--- src/rtl/sr_ctrl_pkg.sv ---
// Shared types and sizing helpers for the set/reset command stage.
package sr_ctrl_pkg;

   typedef enum logic [1:0] {
      IDLE    = 2'd0,
      ISSUE   = 2'd1,
      HOLDOFF = 2'd2
   } state_t;

   // Width of a counter that must hold 0..n; never narrower than one bit.
   function automatic int cnt_width(input int n);
      return (n < 1) ? 1 : $clog2(n + 1);
   endfunction

endpackage

--- src/rtl/sr_debounce.sv ---
// One request channel: two-flop synchronizer, stability debounce, and a
// single-cycle registered pulse on each accepted debounced rising edge.
module sr_debounce
   import sr_ctrl_pkg::*;
#(
   parameter int DEBOUNCE_CYCLES = 4
) (
   input  logic clk,
   input  logic rst,
   input  logic raw,
   output logic rise
);

   localparam int W = cnt_width(DEBOUNCE_CYCLES);
   localparam logic [W-1:0] LAST = W'(DEBOUNCE_CYCLES - 1);

   logic         sync1;
   logic         sync2;
   logic         level;
   logic [W-1:0] cnt;

   // The level flips on the DEBOUNCE_CYCLES-th consecutive differing sample.
   always_ff @(posedge clk or posedge rst) begin
      if (rst) begin
         sync1 <= 1'b0;
         sync2 <= 1'b0;
         level <= 1'b0;
         cnt   <= '0;
         rise  <= 1'b0;
      end else begin
         sync1 <= raw;
         sync2 <= sync1;
         rise  <= 1'b0;
         if (sync2 != level) begin
            if (cnt == LAST) begin
               level <= sync2;
               cnt   <= '0;
               rise  <= sync2;
            end else begin
               cnt <= cnt + 1'b1;
            end
         end else begin
            cnt <= '0;
         end
      end
   end

endmodule

--- src/rtl/sr_cmd_ctrl.sv ---
// Command stage in front of the S/R flip-flop: turns debounced request edges
// into mutually exclusive one-cycle s/r pulses with a holdoff between them.
module sr_cmd_ctrl
   import sr_ctrl_pkg::*;
#(
   parameter int DEBOUNCE_CYCLES = 4,
   parameter int HOLDOFF_CYCLES  = 2,
   parameter int SET_PRIORITY    = 1
) (
   input  logic clk,
   input  logic rst,
   input  logic set_in,
   input  logic clr_in,
   output logic s,
   output logic r,
   output logic busy,
   output logic conflict
);

   localparam int HW = cnt_width(HOLDOFF_CYCLES);
   localparam logic [HW-1:0] H_LAST = HW'((HOLDOFF_CYCLES == 0) ? 0 : HOLDOFF_CYCLES - 1);
   localparam logic SET_PRI = (SET_PRIORITY != 0);

   logic          set_ev;
   logic          clr_ev;
   state_t        state;
   logic [HW-1:0] hcnt;
   logic          pend_set;
   logic          pend_clr;
   logic          eff_set;
   logic          eff_clr;
   logic          pick_set;
   logic          pick_clr;
   logic          both;
   logic          resolve;

   sr_debounce #(.DEBOUNCE_CYCLES(DEBOUNCE_CYCLES)) u_set_db (
      .clk  (clk),
      .rst  (rst),
      .raw  (set_in),
      .rise (set_ev)
   );

   sr_debounce #(.DEBOUNCE_CYCLES(DEBOUNCE_CYCLES)) u_clr_db (
      .clk  (clk),
      .rst  (rst),
      .raw  (clr_in),
      .rise (clr_ev)
   );

   // Pending flags are always clear in IDLE, so one arbiter serves both the
   // fresh-event case and the end-of-holdoff resolution.
   always_comb begin
      eff_set  = pend_set | set_ev;
      eff_clr  = pend_clr | clr_ev;
      both     = eff_set & eff_clr;
      pick_set = eff_set & (~eff_clr | SET_PRI);
      pick_clr = eff_clr & ~pick_set;
      resolve  = 1'b0;
      case (state)
         IDLE:    resolve = 1'b1;
         ISSUE:   resolve = (HOLDOFF_CYCLES == 0);
         HOLDOFF: resolve = (hcnt == H_LAST);
         default: resolve = 1'b1;
      endcase
   end

   always_ff @(posedge clk or posedge rst) begin
      if (rst) begin
         state    <= IDLE;
         hcnt     <= '0;
         pend_set <= 1'b0;
         pend_clr <= 1'b0;
         s        <= 1'b0;
         r        <= 1'b0;
         busy     <= 1'b0;
         conflict <= 1'b0;
      end else begin
         s        <= 1'b0;
         r        <= 1'b0;
         conflict <= 1'b0;
         if (resolve) begin
            pend_set <= 1'b0;
            pend_clr <= 1'b0;
            hcnt     <= '0;
            if (eff_set | eff_clr) begin
               state    <= ISSUE;
               s        <= pick_set;
               r        <= pick_clr;
               conflict <= both;
               busy     <= 1'b1;
            end else begin
               state <= IDLE;
               busy  <= 1'b0;
            end
         end else begin
            state    <= HOLDOFF;
            busy     <= 1'b1;
            pend_set <= eff_set;
            pend_clr <= eff_clr;
            hcnt     <= (state == ISSUE) ? '0 : hcnt + 1'b1;
         end
      end
   end

endmodule

--- config.mk ---
export PLATFORM = sky130hd
export DESIGN_NAME = sr_cmd_ctrl
export DESIGN_NICKNAME = d
export VERILOG_FILES = /design/src/rtl/sr_ctrl_pkg.sv /design/src/rtl/sr_debounce.sv /design/src/rtl/sr_cmd_ctrl.sv
export SDC_FILE = /design/constraint.sdc
export NUM_CORES = 1
export LEC_CHECK = 0
export ABC_AREA = 1
export ABC_CLOCK_PERIOD_IN_PS = 1300
export CORE_MARGIN = 4
export CORE_UTILIZATION = 40
export CTS_BUF_LIST = sky130_fd_sc_hd__clkbuf_4 sky130_fd_sc_hd__clkbuf_8
export DETAILED_ROUTE_END_ITERATION = 10
export DONT_BUFFER_PORTS = 1
export GPL_TIMING_DRIVEN = 0
export PLACE_DENSITY_LB_ADDON = 0.05
export SYNTH_ARGS = -nofsm -noshare
export SYNTH_HDL_FRONTEND = slang
export SYNTH_SLANG_ARGS = --single-unit
--- constraint.sdc ---
create_clock -name clk -period 1.3 [get_ports clk]
set_clock_uncertainty 0.05 [all_clocks]
set_input_delay 0.39 -clock clk [delete_from_list [all_inputs] [get_ports clk]]
set_output_delay 0.39 -clock clk [all_outputs]
set_load 0.01 [all_outputs]
==> key figures <==
Critical path
  – Worst setup EP type: output pin
  – Required @ worst endpoint: 0.86 ns
  – Maximum fanout along the worst path: 1
  – Classification of the worst setup path: flop to output pin
  – CP Launch Type: flop
  – Critical path arrival: 0.73 ns

GRT
  – Via count of the first global-routing pass: 522
  – Total grt overflow: 0
  – Antenna violations before repair: 0
  – Overall track demand over capacity in global routing: 8.837%
  – First-pass GRT wire length: 2.145 mm
  – Pin count of the biggest net entering global routing: 25

CTS
  – Worst skew pair latency: 0.30 ns
  – CTS Sinks: 24
  – Setup Buffers After CTS: 0
  – PostCTS Resize Cnt: 0
  – Hold buffer count at cts: 0
  – Number of clock buffers inserted by TritonCTS: 3
  – Worst-path clk slew: 0.12 ns
  – Number of levels in the clock H-tree: 1
  – Clock tree buffer depth: 2
  – Clock root buffer: clkbuf_4
  – CTS tree: yes

Placement
  – Placed instance area: 928.4 um^2
  – Global placement routability congestion: 0.7308
  – Port bufs: 0
  – HPWL after DPL: 794.3 um

STA
  – Actual transition at the worst max-transition pin: 0.8776 ns
  – Max-slew violations: 0
  – Achievable frequency: 0.8555 GHz
  – Setup-failing EPs final: 0
  – RSZ-0062 raised after global routing: false
  – Final setup TNS: 0 ns
  – Share of the cycle needed by the critical path after routing: 89.92%
  – Tmin final: 1.169 ns
  – Normalized max-slew margin: 41.43%
  – Number of hold violations in the final report: 0

Finish
  – Total Nets Final: 99
  – Post-route design area: 964.7 um^2
  – Area Growth Syn to Fin: 7.832%
  – Fraction of final layout cells with drive strength greater than 1: 4.444%
  – ANT cells: 0

Floorplan
  – Full die area: 3057 um^2
  – Die width: 55.29 um
  – Core Box Area: 2042 um^2
  – Initial Util: 43.81%
  – Std cell rows: 16
  – Num ports: 8
  – Die H: 55.29 um

Synthesis
  – Instance count of the mapped netlist: 86
  – Net count of the mapped netlist: 94
  – Sequential area share after synthesis: 67.13%
  – Number of storage elements in the synthesis netlist: 24
  – Syn. warnings: 0
  – Area of the mapped netlist: 894.6 um^2
  – Netlist cell types: 10
  – Mean instance size in the synthesized netlist: 10.40 um^2

Power
  – Peak ir drop on the vdd network: 0.6723 mV
  – Leak: 0.0004984 uW
  – Cell Pwr Density: 1740 nW/um^2

Route
  – Drt first-iter violations: 5
  – Routed vias: 501
  – Wire per inst: 9.812 um
  – Vias/cell: 4.282
  – Total wire length: 1.148 mm
  – Final routed DRC violation total: 0
  – Length of the first detailed-routing pass in iterations: 4
  – Detail Route Antenna Nets: 0

Run
  – Maximum Capacitance Violations: 0

Run status
  – Outcome: finished, final reports clean

Worst hold path
  – Classification of the worst-slack hold path: input port to flop
metrics by stage:
stage,power (uW),utilization (%),hold slack (ns),std cells,setup slack (ns)
6_report,1679,47.24,0.04629,117,0.1310
2_1_floorplan,1250,-,0.2812,86,0.2584
4_1_cts,1716,47.24,0.02408,117,0.1036
3_5_place_dp,1326,45.47,0.2881,113,0.1390
5_1_grt,1825,47.24,0.01475,117,0.03661
3_3_place_gp,1315,45.47,0.2829,113,0.1351
registers in the layout, summed over array words and instances, names as in the netlist, 2 cells and up:
signal        flops
u_set_db.cnt      3
u_clr_db.cnt      3
state             2
hcnt              2
layout by cell type (no fill, tap or decap):
master    count
nand3_1       4
nor2_1       15
clkbuf_8      1
clkbuf_4      3
nand2_1      16
a21oi_1       2
dfrtp_1      24
xnor2_1       2
or2_0         2
inv_1        16
ha_1          4
nand3b_1      1
area by class of cell:
type / count / area (um^2)
inverter: 16 / 60.06
clock buffer: 4 / 36.28
tap: 27 / 33.78
multi-input combinational: 46 / 234.0
sequential: 24 / 600.6
fill: 208 / 1077
per-layer routing:
layer	vias up	track usage, %	wire length, um	share of wire (%)
met5	-	0	0	0
met2	6	13.01	503	44
met3	2	2.331	45	3.9
li1	264	-	-	-
met1	229	11.16	588	51
met4	0	6.250	10	0.87
path summary, 6_finish.rpt:
check	start	slack [ns]	cells past startpoint	endpoint
max	r	0.13	0	r
min reg2reg	u_clr_db.sync1	0.31	0	u_clr_db.sync2
max in group asynchronous	rst	0.57	1	u_set_db.rise
min in group asynchronous	rst	0.09	1	u_clr_db.sync2
max reg2reg	hcnt[0]	0.16	4	state[0]
min	clr_in	0.05	0	u_clr_db.sync1
report_power, final:
| part | internal (uW) | switching (uW) | total (uW) | leakage [uW] |
|---|---|---|---|---|
| clock | 171 | 209 | 380 | 0.0000210 |
| combinational | 134 | 207 | 342 | 0.000161 |
| sequential | 880 | 77.4 | 957 | 0.000317 |
synthesized netlist by cell type:
cell / count / area [um^2]
nand2_1: 16 / 60.06
a21oi_1: 2 / 10.01
xnor2_1: 2 / 17.52
nor2_1: 15 / 56.30
inv_1: 16 / 60.06
ha_1: 4 / 50.05
or2_0: 2 / 12.51
nand3_1: 4 / 20.02
dfrtp_1: 24 / 600.6
nand3b_1: 1 / 7.510
kinds of logic after synthesis:
kind of cell               after synthesis  synth area share (%)
and+or+nand+nor                         38                 17.48
DFF                                     24                 67.13
buffers and inverters                   16                 6.714
adders and majority gates                4                 5.595
AOI/OAI and AO/OA                        2                 1.119
xor gates and xnor gates                 2                 1.958
No activity file was read; power rests on OpenSTA's default activity.
==> RTL change 1, RTL diff (config.mk and constraints unchanged) <==
Add an input register stage for `set_in` and `clr_in`, without a reset; this delays them by one clock.
--- a/src/rtl/sr_cmd_ctrl.sv
+++ b/src/rtl/sr_cmd_ctrl.sv
@@ -23,2 +23,10 @@
 
+   logic set_q;
+   logic clr_q;
+
+   always_ff @(posedge clk) begin
+      set_q <= set_in;
+      clr_q <= clr_in;
+   end
+
    logic          set_ev;
@@ -39,3 +47,3 @@
       .rst  (rst),
-      .raw  (set_in),
+      .raw  (set_q),
       .rise (set_ev)
@@ -46,3 +54,3 @@
       .rst  (rst),
-      .raw  (clr_in),
+      .raw  (clr_q),
       .rise (clr_ev)
Function: changed (Yosys sat finds a counterexample within 10 cycles, from zero or initial values and one cycle with rst high).
==> RTL change 1 against the original RTL <==
  * Setup slack lost 6.3 ps
  * Die area rose by 3.8%
  * Cell area rose by 3.6%
  * Critical path type unchanged
  * Sequential cell count grew 2
  * Power rose by 3.8%
  * Count of clock-buffer cells in the layout unchanged
  * Synthesized area is 4.5% higher
  * Maximum frequency down 0.53%
  * Largest power group unchanged
  * Routed wire length down 1.7%
==> RTL change 1: results (changes against the original RTL) <==
* VDD IR max at 0.000991 V (was 0.000672 V)
* DRT Pass-1 Iters at 1 (was 4)
* Routed WL per cell at 9.41 um (was 9.81 um)
* Synth area leaders: dfrtp_1 (64%), inv_1 (6.8%), nand2_1 (6.0%), nor2_1 (6.0%), ha_1 (5.4%) (was dfrtp_1 (67%), inv_1 (6.7%), nand2_1 (6.7%), nor2_1 (6.3%), ha_1 (5.6%))
* Clock transition at path regs at roughly 130 ps
* Routed wl met2 at 524 um (was 503 um)
* Hold_sp: clr_in (unchanged)
* R2r setup slk at 180 ps (was 160 ps)
* Layout cell share with drive strength beyond 1 at 4.35% (was 4.44%)
* Met3 usage at 4.14% (was 2.33%)
* Synth cell types at 11 (was 10)
* Gr usage total at 8.75% (was 8.84%)
* Post-Syn Nets at 96 (was 94)
* Met2 Track Usage GR at 13.4% (was 13.0%)
* LEAKAGE at 0.515 nW (was 0.498 nW)
* Post-synthesis sequential area ratio at 68.5% (was 67.1%)
* Via density at 4.27 (was 4.28)
* Status: finished clean (unchanged)
* Fillers at 222 (was 208)
* Commonest cells post-synth: dfrtp_1 (24), inv_1 (17), nand2_1 (15), nor2_1 (15) (was dfrtp_1 (24), inv_1 (16), nand2_1 (16))
* GR Util met1 at 10.8% (was 11.2%)
* Post-Syn Area per Cell at 10.6 um2 (was 10.4 um2)
* WHS Endpoint: clr_q (was u_clr_db.sync1)
* First-pass GRT wire length at 2150 um (about the same)
* Post-synth ARST share at 92.3% (was 100%)
* M1 WL at 543 um (was 588 um)
* Min-Delay Path Class: in -> reg (unchanged)
* Initial antenna violation count at 0 (unchanged)
* Layout Nets at 101 (was 99)
* Worst slew pin tran at 865 ps (was 878 ps)
* DR top layer: met4 (unchanged)
* Initial drt markers at 0 (was 5)
* WL met3 at 46 um (was 45 um)
* Detailed Place HPWL at 843 um (was 794 um)
* Htree depth at 1 (unchanged)
* Vias in the first global route at 500 (was 522)
* Finished Layout Cells at 120 (was 117)
* RD Place Congestion at 0.661 (was 0.731)
[RTL change 1: cell count changes in the layout (fill, tap and decap cells not counted), sizes merged]
cell | unedited run | this run
nand2 | 16 | 15
dfxtp | 0 | 2
inv | 16 | 17
[RTL change 1: logic make-up after synthesis]
logic type               count (synthesis)  share of synthesized area [%]
AO/OA/AOI/OAI                            2                           1.07
XOR/XNOR                                 2                           1.87
adder cells (fa/ha/maj)                  4                           5.35
buffers and inverters                   17                           6.83
flip-flops                              26                           68.5
AND/OR/NAND/NOR                         37                           16.3
[RTL change 1: where the power goes]
| group | switching [mW] | internal [mW] | total, mW | leakage [nW] |
|---|---|---|---|---|
| Sequential | 0.0841 | 0.953 | 1.04 | 0.333 |
| Combinational | 0.216 | 0.141 | 0.357 | 0.164 |
| Clock | 0.207 | 0.140 | 0.348 | 0.0184 |
| Total | 0.508 | 1.23 | 1.74 | 0.515 |
[RTL change 1: worst register-to-register path, stage by stage (launching register included)]
cell	delay (ps)
dfrtp_1	420
ha_1	190
nand3b_1	210
nand2_1	110
nor2_1	40
[RTL change 1: area by class of cell]
class                   count  area [um2]  area share (%)
clock buffers               4        30.0            3.00
inverters                  17        63.8            6.38
multi-input cells          45         230            23.0
flip-flops and latches     26         641            64.1
well taps                  28        35.0            3.50
[RTL change 1: how the worst max path moves through the flow]
stage / endpoint / slack [ps] / cells after the start
CTS: r / 100 / 0
global route: state[0] / 80 / 4
finish: r / 120 / 0
global placement: conflict / 120 / 1
detailed placement: r / 100 / 1
floorplan: state[0] / 260 / 4
[RTL change 1: metrics by stage]
stage | hold WS, ps | setup WS [ps] | area (um2)
after floorplan | 266 | 258 | 935
after global placement | 268 | 119 | 970
after detailed placement | 271 | 102 | 970
after CTS | 29.5 | 95.2 | 1000
after global routing | 17.6 | 77.9 | 1000
final | 56.1 | 125 | 1000
==> RTL change 2, RTL diff (same settings) <==
Made on the original files. The parameter `HOLDOFF_CYCLES` goes from 2 to 1.
--- a/src/rtl/sr_cmd_ctrl.sv
+++ b/src/rtl/sr_cmd_ctrl.sv
@@ -6,3 +6,3 @@
    parameter int DEBOUNCE_CYCLES = 4,
-   parameter int HOLDOFF_CYCLES  = 2,
+   parameter int HOLDOFF_CYCLES  = 1,
    parameter int SET_PRIORITY    = 1
Behaviour: not the same (a bounded check fails within 10 cycles, from zero or initial values and one cycle with rst high).
==> RTL change 2 against the original RTL <==
  * Global-route usage is 1.8 points higher
  * Critical path type unchanged
  * Sequential cell count is 1 lower
  * Cell area is 6.7% lower
  * Largest power group unchanged
  * Final cell count is 1.7% lower
  * Largest cell class unchanged
  * Power is 11% lower
  * Routed wire length is 8.8% lower
  * Synthesized area is 6.3% lower
  * Die area is 5.4% lower
  * Setup slack better by 4.8 ps
==> RTL change 2: results (changes against the original RTL) <==
* Pre-CTS worst setup slack at 184 ps (was 139 ps)
* R2r setup slk at 290 ps (was 160 ps)
* Post-synthesis sequential area ratio at 68.7% (was 67.1%)
* Die X at 53.8 um (was 55.3 um)
* Layout cell share with drive strength beyond 1 at 5.68% (was 4.44%)
* Fillers at 200 (was 208)
* Routed wl met2 at 491 um (was 503 um)
* Finished Layout Cells at 115 (was 117)
* Post-Syn Nets at 90 (was 94)
* Largest registers: u_clr_db.cnt (3), u_set_db.cnt (3), state (2) (was u_clr_db.cnt (3), u_set_db.cnt (3))
* M1 WL at 475 um (was 588 um)
* RD Place Congestion at 0.700 (was 0.731)
* Post-Route WL at 1050 um (was 1150 um)
* Multi-input combinational area share at 22.9% (was 24.3%)
* WL met3 at 68 um (was 45 um)
* GR Util met1 at 12.9% (was 11.2%)
* Met2 Track Usage GR at 15.7% (was 13.0%)
* Status: finished clean (unchanged)
* Detailed Place HPWL at 744 um (was 794 um)
* Multi-input logic area at 206 um2 (was 234 um2)
* Layout Nets at 95 (was 99)
* Reg power frac at 60.3% (was 57.0%)
* Synth area leaders: dfrtp_1 (69%), nand2_1 (9.4%), nor2_1 (7.2%), inv_1 (6.7%), ha_1 (3.0%) (was dfrtp_1 (67%), inv_1 (6.7%), nand2_1 (6.7%), nor2_1 (6.3%), ha_1 (5.6%))
* First-pass GRT wire length at 2130 um (was 2150 um)
* Dpl cells at 111 (was 113)
* Largest net degree at the start of global routing at 24 (was 25)
* DP Area at 872 um2 (was 928 um2)
* Post-Syn Area per Cell at 9.98 um2 (was 10.4 um2)
* LEAKAGE at 0.465 nW (was 0.498 nW)
* Clock-cell share of area at 3.06% (was 3.76%)
* #FFs+latches synth at 23 (was 24)
* Seq area share at 64.0% (was 62.3%)
* Synth cell types at 9 (was 10)
* Min Hold Slack at 60.9 ps (was 46.3 ps)
* Gr usage total at 10.6% (was 8.84%)
* R2r startpoint: u_set_db.cnt[0] (was hcnt[0])
* VDD IR max at 0.000873 V (was 0.000672 V)
* Met3 usage at 5.82% (was 2.33%)
* Worst slew pin tran at 823 ps (was 878 ps)
* Via density at 4.21 (was 4.28)
RTL change 2: changes by cell type in the layout (fill, tap and decap cells not counted), sizes merged:
cell / before / now
nor2: 15 / 16
clkbuf: 4 / 3
or2: 2 / 0
dfrtp: 24 / 23
conb: 0 / 1
ha: 4 / 2
nand3b: 1 / 0
clkinv: 0 / 1
nand3: 4 / 3
inv: 16 / 15
a21oi: 2 / 0
nand2: 16 / 22
RTL change 2: cell families after synthesis:
kind of cell,after synthesis,synth area share [%]
other,1,0.447
XOR/XNOR,2,2.09
AND/OR/NAND/NOR,41,19.1
flip-flops,23,68.7
adder cells (fa/ha/maj),2,2.98
buffers and inverters,15,6.72
RTL change 2: worst max path at each step:
| stage | from | cells after the start | slack (ps) | end |
|---|---|---|---|---|
| global route | conflict | 0 | 70 | conflict |
| CTS | r | 0 | 120 | r |
| detailed placement | rst | 1 | 180 | busy |
| global placement | rst | 1 | 190 | busy |
| floorplan | u_set_db.cnt[0] | 4 | 390 | u_set_db.cnt[0] |
| finish | r | 0 | 140 | r |
